**config.mk**
```make
export PLATFORM = sky130hd
export DESIGN_NAME = alu_decode_stage
export DESIGN_NICKNAME = d
export VERILOG_FILES = /design/src/rtl/alu_decode_stage.sv
export SDC_FILE = /design/constraint.sdc
export NUM_CORES = 1
export LEC_CHECK = 0
export ABC_CLOCK_PERIOD_IN_PS = 3300
export CAP_MARGIN = 30
export CORE_ASPECT_RATIO = 1.5
export CORE_MARGIN = 3
export CORE_UTILIZATION = 49
export CTS_CLUSTER_SIZE = 16
export DETAILED_ROUTE_END_ITERATION = 7
export GPL_ROUTABILITY_DRIVEN = 0
export GPL_TIMING_DRIVEN = 0
export PLACE_DENSITY_LB_ADDON = 0.12
export SLEW_MARGIN = 10
export SYNTH_ARGS = -nofsm -noshare
export SYNTH_HDL_FRONTEND = slang
export SYNTH_SLANG_ARGS = --single-unit
```
**constraint.sdc**
```tcl
create_clock -name clk -period 3.3 [get_ports clk]
set_clock_uncertainty 0.1 [all_clocks]
set_input_delay 0.66 -clock clk [delete_from_list [all_inputs] [get_ports clk]]
set_output_delay 0.66 -clock clk [all_outputs]
set_load 0.005 [all_outputs]
```
**src/rtl/alu_decode_stage.sv**
```systemverilog
// Registered RV32I OP / OP-IMM decode stage with valid/ready handshakes,
// a two-entry skid buffer (registered in_ready) and a saturating illegal counter.
module alu_decode_stage #(
  parameter int XLEN  = 32,
  parameter int CNT_W = 16
) (
  input  logic             clk,
  input  logic             reset,
  input  logic             in_valid,
  output logic             in_ready,
  input  logic [31:0]      in_instr,
  output logic             out_valid,
  input  logic             out_ready,
  output logic [3:0]       alu_control,
  output logic             regwrite_control,
  output logic             alu_src_imm,
  output logic [4:0]       rs1,
  output logic [4:0]       rs2,
  output logic [4:0]       rd,
  output logic [XLEN-1:0]  imm,
  output logic             illegal,
  output logic [CNT_W-1:0] illegal_count
);

  typedef enum logic [3:0] {
    ALU_ADD  = 4'b0000, ALU_SUB  = 4'b0001, ALU_OR   = 4'b0010,
    ALU_AND  = 4'b0011, ALU_XOR  = 4'b0100, ALU_SLT  = 4'b0101,
    ALU_SLTU = 4'b0110, ALU_SLL  = 4'b0111, ALU_SRL  = 4'b1000,
    ALU_SRA  = 4'b1001
  } alu_op_e;

  typedef struct packed {
    logic [3:0]      alu;
    logic            regwrite;
    logic            src_imm;
    logic [4:0]      rs1;
    logic [4:0]      rs2;
    logic [4:0]      rd;
    logic [XLEN-1:0] imm;
    logic            illegal;
  } bundle_t;

  localparam logic [6:0] OPC_OP     = 7'b0110011;
  localparam logic [6:0] OPC_OP_IMM = 7'b0010011;
  localparam logic [6:0] F7_BASE    = 7'h00;
  localparam logic [6:0] F7_ALT     = 7'h20;

  logic [6:0] w_opcode;
  logic [2:0] w_f3;
  logic [6:0] w_f7;
  logic       w_legal;
  logic       w_is_imm;
  alu_op_e    w_alu;
  logic [XLEN-1:0] w_imm;
  bundle_t    w_dec;

  assign w_opcode = in_instr[6:0];
  assign w_f3     = in_instr[14:12];
  assign w_f7     = in_instr[31:25];

  // NOTE: every always_comb output gets a default first so no path can infer a latch.
  always_comb begin
    w_legal  = 1'b0;
    w_is_imm = 1'b0;
    w_alu    = ALU_ADD;
    w_imm    = '0;
    unique case (w_opcode)
      OPC_OP: begin
        if (w_f7 == F7_BASE) begin
          w_legal = 1'b1;
          unique case (w_f3)
            3'd0: w_alu = ALU_ADD;
            3'd1: w_alu = ALU_SLL;
            3'd2: w_alu = ALU_SLT;
            3'd3: w_alu = ALU_SLTU;
            3'd4: w_alu = ALU_XOR;
            3'd5: w_alu = ALU_SRL;
            3'd6: w_alu = ALU_OR;
            3'd7: w_alu = ALU_AND;
          endcase
        end else if (w_f7 == F7_ALT) begin
          if (w_f3 == 3'd0) begin
            w_legal = 1'b1;
            w_alu   = ALU_SUB;
          end else if (w_f3 == 3'd5) begin
            w_legal = 1'b1;
            w_alu   = ALU_SRA;
          end
        end
      end
      OPC_OP_IMM: begin
        w_is_imm = 1'b1;
        w_imm    = {{(XLEN-12){in_instr[31]}}, in_instr[31:20]};
        unique case (w_f3)
          3'd0: begin w_legal = 1'b1; w_alu = ALU_ADD;  end
          3'd2: begin w_legal = 1'b1; w_alu = ALU_SLT;  end
          3'd3: begin w_legal = 1'b1; w_alu = ALU_SLTU; end
          3'd4: begin w_legal = 1'b1; w_alu = ALU_XOR;  end
          3'd6: begin w_legal = 1'b1; w_alu = ALU_OR;   end
          3'd7: begin w_legal = 1'b1; w_alu = ALU_AND;  end
          3'd1: begin
            w_imm   = {{(XLEN-5){1'b0}}, in_instr[24:20]};
            w_legal = (w_f7 == F7_BASE);
            w_alu   = ALU_SLL;
          end
          3'd5: begin
            w_imm   = {{(XLEN-5){1'b0}}, in_instr[24:20]};
            w_legal = (w_f7 == F7_BASE) || (w_f7 == F7_ALT);
            w_alu   = (w_f7 == F7_ALT) ? ALU_SRA : ALU_SRL;
          end
        endcase
      end
      default: ;
    endcase
  end

  // Illegal encodings keep the raw register fields but zero all control.
  always_comb begin
    w_dec          = '0;
    w_dec.rs1      = in_instr[19:15];
    w_dec.rs2      = in_instr[24:20];
    w_dec.rd       = in_instr[11:7];
    w_dec.illegal  = !w_legal;
    if (w_legal) begin
      w_dec.alu      = w_alu;
      w_dec.src_imm  = w_is_imm;
      w_dec.imm      = w_imm;
      w_dec.regwrite = (in_instr[11:7] != 5'd0);
      if (w_is_imm) w_dec.rs2 = 5'd0;
    end
  end

  bundle_t r_prim, r_skid;
  logic    r_prim_valid, r_skid_valid, r_in_ready;
  logic [CNT_W-1:0] r_cnt;

  bundle_t w_prim_nxt, w_skid_nxt;
  logic    w_prim_valid_nxt, w_skid_valid_nxt;
  logic    w_accept, w_complete;

  assign w_accept   = in_valid && r_in_ready;
  assign w_complete = r_prim_valid && out_ready;

  always_comb begin
    w_prim_nxt       = r_prim;
    w_prim_valid_nxt = r_prim_valid;
    w_skid_nxt       = r_skid;
    w_skid_valid_nxt = r_skid_valid;
    if (!r_prim_valid || w_complete) begin
      if (r_skid_valid) begin
        w_prim_nxt       = r_skid;
        w_prim_valid_nxt = 1'b1;
        w_skid_valid_nxt = w_accept;
        if (w_accept) w_skid_nxt = w_dec;
      end else begin
        w_prim_valid_nxt = w_accept;
        if (w_accept) w_prim_nxt = w_dec;
      end
    end else if (w_accept) begin
      w_skid_nxt       = w_dec;
      w_skid_valid_nxt = 1'b1;
    end
  end

  // NOTE: sequential state uses non-blocking assignments so all registers update from pre-edge values.
  always_ff @(posedge clk) begin
    if (reset) begin
      r_prim       <= '0;
      r_skid       <= '0;
      r_prim_valid <= 1'b0;
      r_skid_valid <= 1'b0;
      r_in_ready   <= 1'b0;
      r_cnt        <= '0;
    end else begin
      r_prim       <= w_prim_nxt;
      r_skid       <= w_skid_nxt;
      r_prim_valid <= w_prim_valid_nxt;
      r_skid_valid <= w_skid_valid_nxt;
      r_in_ready   <= !w_skid_valid_nxt;
      if (w_accept && w_dec.illegal && (r_cnt != {CNT_W{1'b1}}))
        r_cnt <= r_cnt + CNT_W'(1);
    end
  end

  assign in_ready         = r_in_ready;
  assign out_valid        = r_prim_valid;
  assign alu_control      = r_prim.alu;
  assign regwrite_control = r_prim.regwrite;
  assign alu_src_imm      = r_prim.src_imm;
  assign rs1              = r_prim.rs1;
  assign rs2              = r_prim.rs2;
  assign rd               = r_prim.rd;
  assign imm              = r_prim.imm;
  assign illegal          = r_prim.illegal;
  assign illegal_count    = r_cnt;

endmodule

```
Yosys cells after proc, flatten, opt, wreduce, memory -nomap -nowiden
Memory sizes are Yosys's and may differ from the RTL's.
Cells that the tools add are included.
{ "op_classes": {"addsub": 1, "multipliers": 0, "div": 0, "order_cmp": 0, "n_eq_ne": 12, "shifts": 0, "muxes": 29, "bitwise": 0, "reduce_logical": 16} }
{ "op_table": {"columns": ["cell", "n"], "rows": [
  ["54-bit 2-to-1 mux", 5],
  ["32-bit 2-to-1 mux", 3],
  ["4-bit one-hot mux with 8 select lines", 1],
  ["16-bit by 1-bit adder with 16-bit output, second input constant", 1],
  ["4-bit 2-to-1 mux", 4],
  ["16-bit inequality test, second input constant", 1],
  ["7-bit by 6-bit == test with 1-bit output, second input constant", 2],
  ["3-bit == test, second input constant", 4],
  ["1-bit 2-to-1 mux", 10],
  ["5-bit 2-to-1 mux", 2],
  ["4-bit one-hot mux with 2 select lines", 1],
  ["7-bit by 5-bit == test with 1-bit output, second input constant", 1],
  ["7-bit logical NOT", 1],
  ["3-bit by 2-bit == test with 1-bit output, second input constant", 2],
  ["6-bit 2-to-1 mux", 1],
  ["6-bit OR reduction", 1],
  ["5-bit nonzero test", 1],
  ["1-bit logical AND", 4],
  ["3-bit by 1-bit == test with 1-bit output, second input constant", 1],
  ["1-bit logical NOT", 3],
  ["3-bit logical NOT", 1],
  ["1-bit one-hot mux with 3 select lines", 1],
  ["1-bit logical OR", 2],
  ["2-bit inequality test, second input constant", 1],
  ["4 further kinds", 4]
]} }
{ "word_totals": {"ff_bits": 127, "latch_bits": 0, "ram_bits": 0, "rom_bits": 32, "out_inout_bits": 72, "word_cells": 79, "n_memories": 1} }
{ "mem_list": {"columns": ["name", "depth", "width", "rd", "rd_clocked_by_memory_dff", "write_ports", "line", "source"], "rows": [
  ["(name not given)", 8, 4, 1, 0, 0, "71", "unique case (w_f3)"]
]} }

Depth between registers and ports, before layout
Gate-level depths: netlist of the first run.
{ "depth": {"ltp_word": 10, "ltp_mapped": 10, "mapped_depth_nobuf": 7} }

Worst setup path after synthesis of the first run
No wires, ideal clock.
{ "synth_path": {"path_kind": "in2reg", "start": "input port in_instr[13]", "end": "register r_cnt[10] (netlist: illegal_count[10])", "setup_ns": 0.121, "arrival_time_ns": 2.635, "t_required_ns": 3.079, "slack_ns": 0.444, "path_stages": 9, "path_cell_list": "inv_1 -> ha_1 -> clkbuf_1 -> mux2_2 -> o21a_1 -> a32o_2 -> buf_4 -> nor4b_1 -> mux2_2"} }
{ "synth_between": {"elab_chain_cells": 9} }
{ "synth_lines": {"columns": ["item", "line", "source"], "rows": [
  ["start, declared", "11", "input logic [31:0] in_instr,"],
  ["3-bit == test", "85, 94", null],
  ["1-bit 2-to-1 mux", "85", "end else if (w_f3 == 3'd5) begin"],
  ["1-bit 2-to-1 mux", "82", "if (w_f3 == 3'd0) begin"],
  ["1-bit 2-to-1 mux", "81", "end else if (w_f7 == F7_ALT) begin"],
  ["1-bit 2-to-1 mux", "69", "if (w_f7 == F7_BASE) begin"],
  ["1-bit one-hot mux with 2 select lines *", "67", "unique case (w_opcode)"],
  ["1-bit logical NOT *", "123", "w_dec.illegal = !w_legal;"],
  ["1-bit logical AND * (2 in a row)", "180", "if (w_accept && w_dec.illegal && (r_cnt != {CNT_W{1'b1}}))"],
  ["end signal, assigned", "181", "r_cnt <= r_cnt + CNT_W'(1);"],
  ["end, declared", "135", "logic [CNT_W-1:0] r_cnt;"]
]} }
Every way passes the cells marked *; elsewhere a longest branch is shown, timed or not.
A chain may end at the register's enable or synchronous reset.

Worst setup path after layout of the first run
Ends and elaborated chain as after synthesis.

==> impl_metrics.py, run 1 <==
metrics = {
    "run": {
        "drv_cap": 0,
    },
    "setup_path": {
        "cp_common_cell": "mux2_2",
        "r2r_end": "rs1[1]$_SDFFE_PP0P_",
        "r2r-start": "r_skid_valid$_SDFF_PP0_",
        "crit_type": "in -> reg",
        "cp_slowest_cell": "clkdlybuf4s50_1",
        "arrival_ps": 3260,
        "cp_num_buf_inv": 3,
        "crit_fanout": 10,
        "worstSetupEndpointType": "flip-flop",
        "path_delay_family": "buffers and inverters",
        "startpoint_type": "input port",
        "cp_cell_sequence": "clkdlybuf4s50_1, inv_1, ha_2, mux2_2, o21a_1, a32o_2, buf_4, nor4b_1, mux2_2",
        "regToRegSetupSlack_ps": 880,
        "max_stage_delay_ps": 580,
        "r2r.worst_path.cells": 5,
        "worstPathRequired_ps": 3430,
    },
    "detailed_routing": {
        "drt_wl_total_microns": 11760,
        "routed_via_density": 5.782,
        "avgRoutedWirePerCell_microns": 16.30,
        "detail-route-antenna-nets": 0,
        "drt-initial-drc-count": 279,
        "drc": 0,
        "firstDrtPassIters": 5,
        "routed-via-count": 4169,
    },
    "timing": {
        "slew-limit-headroom_pct": 49.62,
        "grt_setup_unrepaired": "false",
        "fin_setup_tns_ps": 0,
        "hold_viol": 0,
        "holdWs_ps": 352.5,
        "setup_ws_ps": 173.4,
        "finalSetupViolations": 0,
        "worst-slew-pin-transition_ps": 749.9,
        "fmax_mhz": 319.8,
        "fin_crit_ps": 3127,
        "slew_violations": 0,
        "min_period_over_period_pct": 94.75,
    },
    "placement": {
        "post_dp_cell_area_sq_um": 5333,
        "dp.cells": 706,
        "preCtsSetupSlack_ps": -454.8,
        "io_buffers": 106,
        "hpwl_microns": 8547,
    },
    "cells_and_area": {
        "drive_gt1_share_pct": 9.416,
        "final_cell_mix": "106 x clkdlybuf4s50_1, 87 x dfxtp_1, 54 x nand2_1",
        "finalNonFillerCells": 721,
        "n_antenna_cell": 0,
        "syn2layout_area_growth_pct": 35.93,
        "final_area_sq_um": 5628,
        "nNetsFinal": 652,
        "final_common_cell": "clkdlybuf4s50_1",
    },
    "synth": {
        "syn_area_per_cell_sq_um": 8.364,
        "syn_nets": 536,
        "yosysTopAreaCell": "dfxtp_1",
        "yosys-top-cells-area": "dfxtp_1 42%, a21oi_1 6.3%, nand2_1 4.9%",
        "synth-edff-count": 0,
        "synthFlopType": "dfxtp_1",
        "synth_cell_type_count": 55,
        "syn-cell-area_sq_um": 4140,
        "ys_seq_elements": 87,
        "yosysTopAreaCellShare_pct": 42.07,
        "async_flop_share_pct": 0,
        "syn_inst": 495,
        "yosys_warnings": 0,
        "synth_seq_area_share_pct": 42.07,
    },
    "floorplan": {
        "initial_core_util_pct": 51.06,
        "die_x_microns": 81.06,
        "coreArea_sq_um": 8108,
        "rows": 40,
        "dieArea_sq_um": 9612,
        "ios": 108,
        "die_h_microns": 118.6,
    },
    "hold_path": {
        "hold_path_class": "reg -> reg",
        "worst_hold_startpoint": "r_skid[35]$_SDFFE_PP0P_",
        "hold_path_end": "r_skid[35]$_SDFFE_PP0P_",
        "hold_depth": 2,
    },
    "clock_network": {
        "cts_tree": "built",
        "cts.clk_slew.worst_paths_ps": 60,
        "cts.path.max_buffers": 2,
        "htreeDepth": 3,
        "cts_root_buffer": "clkbuf_16",
        "post_cts_buffers": 0,
        "cts_sinks": 87,
        "clock_latency_ps": 340,
        "cts_hold_buf": 0,
        "numCtsBuffers": 9,
    },
    "pwr": {
        "p_leak_nw": 1.939,
        "power_density_nw_per_um2": 427.4,
        "power_switching_share_pct": 24.38,
        "p_switching_mw": 0.5865,
        "comb_power_share_pct": 13.7,
        "seq_power_share_pct": 46.1,
        "clock_power_share_pct": 40.2,
        "p_int_mw": 1.819,
        "ir_worst_vdd_mv": 0.3524,
    },
    "grt": {
        "grt_pass1_vias": 3996,
        "antenna_found_initial": 0,
        "track_usage_pct": 25.57,
        "grt_pass1_wl_microns": 19380,
        "grt_overflow": 0,
        "grt_max_degree": 23,
    },
    "run_status": {
        "status": "finished, final reports clean",
    },
}
==> worst max path at each step <==
stage | start | endpoint | slack (ps) | depth (start not counted)
after floorplan | in_instr[13] | illegal_count[10]$_SDFFE_PP0P_ | 440 | 9
after global placement | in_instr[13] | illegal_count[10]$_SDFFE_PP0P_ | -410 | 10
after detailed placement | in_instr[13] | illegal_count[0]$_SDFFE_PP0P_ | -450 | 10
after CTS | in_instr[13] | illegal_count[6]$_SDFFE_PP0P_ | 60 | 9
after global routing | in_instr[13] | illegal_count[10]$_SDFFE_PP0P_ | 20 | 9
final | in_instr[13] | illegal_count[10]$_SDFFE_PP0P_ | 170 | 9
==> flip-flops by register name (all words and copies together) (netlist names), 4 cells and up <==
| name | cells |
|---|---|
| rd | 5 |
| rs2 | 5 |
| alu_control | 4 |
| imm | 12 |
| rs1 | 5 |
| r_skid | 34 |
| illegal_count | 16 |
==> worst reg2reg max path, cell delays in order, from the launching register on <==
cell,delay (ps)
dfxtp_1,300
clkbuf_1,250
clkbuf_1,600
buf_1,610
mux2i_1,180
a211oi_1,280
==> routing by layer <==
metal / routed length, microns / GRT usage [%] / vias up
li1: - / - / 2019
met1: 4654 / 30.10 / 1924
met5: 0 / 0 / -
met3: 813 / 5.488 / 26
met4: 287 / 9.091 / 0
met2: 5999 / 44.55 / 200
==> per-stage QoR <==
step / total power [mW] / util (%)
floorplan: 1.274 / -
global placement: 1.454 / 65.77
detailed placement: 1.460 / 65.77
CTS: 2.411 / 69.31
global route: 2.492 / 69.41
finish: 2.406 / 69.41
==> power groups by stage <==
stage | combinational (mW) | sequential (mW) | clock [mW]
after floorplan | 0.143 | 1.13 | 0
final | 0.331 | 1.11 | 0.967
after global placement | 0.323 | 1.13 | 0
after global routing | 0.363 | 1.11 | 1.02
after detailed placement | 0.329 | 1.13 | 0
after CTS | 0.332 | 1.11 | 0.970
==> area by class of cell <==
cell class / count / area (sq um)
fillers: 677 / 2480
clock inverters: 5 / 32.53
clock buffers: 11 / 252.7
repair buffers: 106 / 1061
well taps: 105 / 131.4
inverters: 7 / 26.28
multi-input cells: 347 / 2088
plain buffers: 53 / 294.0
flip-flops and latches: 87 / 1742
==> cell usage after synthesis (2+ instances only) <==
cell / instances
buf_6: 2
mux2i_1: 13
nand2b_1: 3
nor4b_1: 2
nand3_1: 27
nor3b_1: 2
clkbuf_1: 29
or2_2: 2
o31ai_1: 8
o21ai_0: 6
or3_1: 6
a221oi_1: 17
a211oi_1: 13
buf_4: 21
nand4_1: 8
ha_1: 5
inv_1: 7
nand3b_1: 2
mux2_2: 5
a21oi_1: 52
a311oi_1: 3
nor2b_1: 5
dfxtp_1: 87
nand2_1: 54
or4_1: 11
o41ai_1: 2
nor3_1: 26
nor2_1: 50
==> cells by family (layout without fill, tap and decap cells) <==
logic type	after synthesis	count (layout)	synth area share, %
xor gates and xnor gates	1	1	0.2116
AOI/OAI and AO/OA	115	115	19.10
buffers and inverters	61	182	7.827
adders and majority gates	5	5	1.511
muxes	18	18	4.503
and+or+nand+nor	208	208	24.78
DFF	87	87	42.07
==> timing repair <==
item	CTS	global route
pin swaps	0	0
resized for setup	1	2
setup endpoints to repair	3	4
gates cloned	0	0
(Power assumes the default switching activity.)
==> inputs of run 2 (changes only) <==
CORE_UTILIZATION = 50   (was 49)
CTS_BUF_LIST = sky130_fd_sc_hd__clkbuf_2   (was not set)
==> run 2 against run 1 <==
Sequential share of layout area increased by 1.1 points. Final cell count stayed put. Global-route usage shrank 0.12 points. Wire length down 1.8%. Total power shrank 18%. Cell area is 3.4% lower. Combinational power barely moved. Via count fell by 1.1%. Sequential power barely moved. Utilization shrank 2.0 points. First-iteration DRC count down 4.7%. Non-clock buffer count rose by 1. Critical endpoint unchanged. Highest routed layer unchanged.
==> impl_metrics.py, run 2 (synthesis results as in run 1) <==
metrics = {
    "run_status": {
        "status": "finished, final reports clean",
    },
    "timing": {
        "slew_violations": 0,
        "min_period_over_period_pct": 94.09,
        "finalSetupViolations": 0,
        "hold_viol": 0,
        "worst-slew-pin-transition_ps": 805.5,
        "slew-limit-headroom_pct": 45.89,
        "fin_setup_tns_ps": 0,
        "fin_crit_ps": 3105,
        "grt_setup_unrepaired": "false",
        "fmax_mhz": 322.1,
    },
    "cells_and_area": {
        "drive_gt1_share_pct": 8.766,
        "largest_register": "r_skid",
        "nNetsFinal": 653,
        "final_common_cell": "clkdlybuf4s50_1",
        "largest_reg_flops": 34,
        "final_cell_mix": "106 x clkdlybuf4s50_1, 87 x dfxtp_1, 54 x nand2_1",
        "final_area_sq_um": 5435,
        "finish.utilization_pct": 67.45,
        "n_antenna_cell": 0,
        "syn2layout_area_growth_pct": 31.28,
        "finalNonFillerCells": 721,
    },
    "detailed_routing": {
        "detail-route-antenna-nets": 0,
        "avgRoutedWirePerCell_microns": 16.01,
        "routed_via_density": 5.720,
        "drt-initial-drc-count": 266,
        "drc": 0,
        "firstDrtPassIters": 5,
        "drt_wl_total_microns": 11550,
        "routed-via-count": 4124,
    },
    "setup_path": {
        "cp_slowest_cell": "clkdlybuf4s50_1",
        "crit_type": "in -> reg",
        "max_stage_delay_ps": 580,
        "startpoint_type": "input port",
        "crit_fanout": 10,
        "cp_common_cell": "mux2_2",
        "worstSetupEndpointType": "flip-flop",
        "worstPathRequired_ps": 3680,
        "regToRegSetupSlack_ps": 860,
        "cp_cell_sequence": "clkdlybuf4s50_1, inv_1, ha_1, clkbuf_1, mux2_2, o21a_1, a32o_2, buf_4, nor4b_1, mux2_2",
        "arrival_ps": 3480,
    },
    "run": {
        "drv_cap": 0,
    },
    "clock_network": {
        "cts_tree": "built",
        "cts_sinks": 87,
        "post_cts_buffers": 0,
        "clock_latency_ps": 560,
        "cts_repair_resize_count": 0,
        "cts_root_buffer": "clkbuf_2",
        "htreeDepth": 3,
        "cts_hold_buf": 0,
        "cts.path.max_buffers": 2,
        "cts.clk_slew.worst_paths_ps": 210,
        "numCtsBuffers": 9,
    },
    "pwr": {
        "ir_worst_vdd_mv": 0.2335,
        "power_density_nw_per_um2": 362.9,
        "p_total_mw": 1.972,
        "p_leak_nw": 1.862,
    },
    "grt": {
        "grt_overflow": 0,
        "grt_pass1_vias": 3875,
        "grt_max_degree": 23,
        "grt_pass1_wl_microns": 19020,
        "antenna_found_initial": 0,
        "track_usage_pct": 25.46,
    },
    "floorplan": {
        "coreArea_sq_um": 8058,
        "initial_core_util_pct": 51.38,
        "die_x_microns": 80.30,
        "die_h_microns": 117.4,
        "rows": 40,
        "ios": 108,
        "dieArea_sq_um": 9431,
    },
    "placement": {
        "dp.cells": 706,
        "io_buffers": 106,
        "hpwl_microns": 8586,
        "post_dp_cell_area_sq_um": 5333,
    },
    "hold_path": {
        "hold_path_class": "reg -> reg",
    },
}
==> run 2: final cells by class <==
class / instances / area (sq um)
plain buffers: 54 / 297.8
clock buffers: 11 / 55.05
clock inverters: 4 / 47.55
fillers: 682 / 2623
inverters: 7 / 26.28
multi-input cells: 347 / 2074
flip-flops and latches: 87 / 1742
well taps: 105 / 131.4
repair buffers: 106 / 1061
==> run 2: per-stage QoR <==
step	hold WS (ps)	worst slack, ps
6_report	367.9	195.2
5_1_grt	388.6	62.98
4_1_cts	371.2	209.5
3_5_place_dp	347.5	-416.0
3_3_place_gp	339.2	-339.3
2_1_floorplan	332.0	444.1
==> run 2: path summary, 6_finish.rpt <==
check / startpoint / to / depth (start not counted)
setup / recovery: in_instr[13] / illegal_count[10]$_SDFFE_PP0P_ / 10
hold / removal: r_skid[46]$_SDFFE_PP0P_ / r_skid[46]$_SDFFE_PP0P_ / 2
hold reg to reg: r_skid[46]$_SDFFE_PP0P_ / r_skid[46]$_SDFFE_PP0P_ / 2
setup reg to reg: r_skid_valid$_SDFF_PP0_ / rs1[1]$_SDFFE_PP0P_ / 5
==> run 2: metal layers <==
| layer | part of all wire (%) | global-route usage (%) |
|---|---|---|
| met5 | 0 | 0 |
| met1 | 39 | 30.27 |
| met2 | 52 | 43.83 |
| met4 | 2.8 | 9.619 |
| met3 | 6.3 | 5.530 |
==> run 2: critical path, delay by kind of cell <==
family	cells	cell delay (ps)
and+or+nand+nor	1	360
muxes	2	700
AOI/OAI and AO/OA	2	500
buffers and inverters	4	1070
adders and majority gates	1	180
==> run 2: where the power goes <==
part	switching [mW]	leakage [nW]	internal, mW
clock	0.358	0.0678	0.174
sequential	0.0230	0.708	1.09
combinational	0.145	1.09	0.184
total	0.527	1.86	1.45
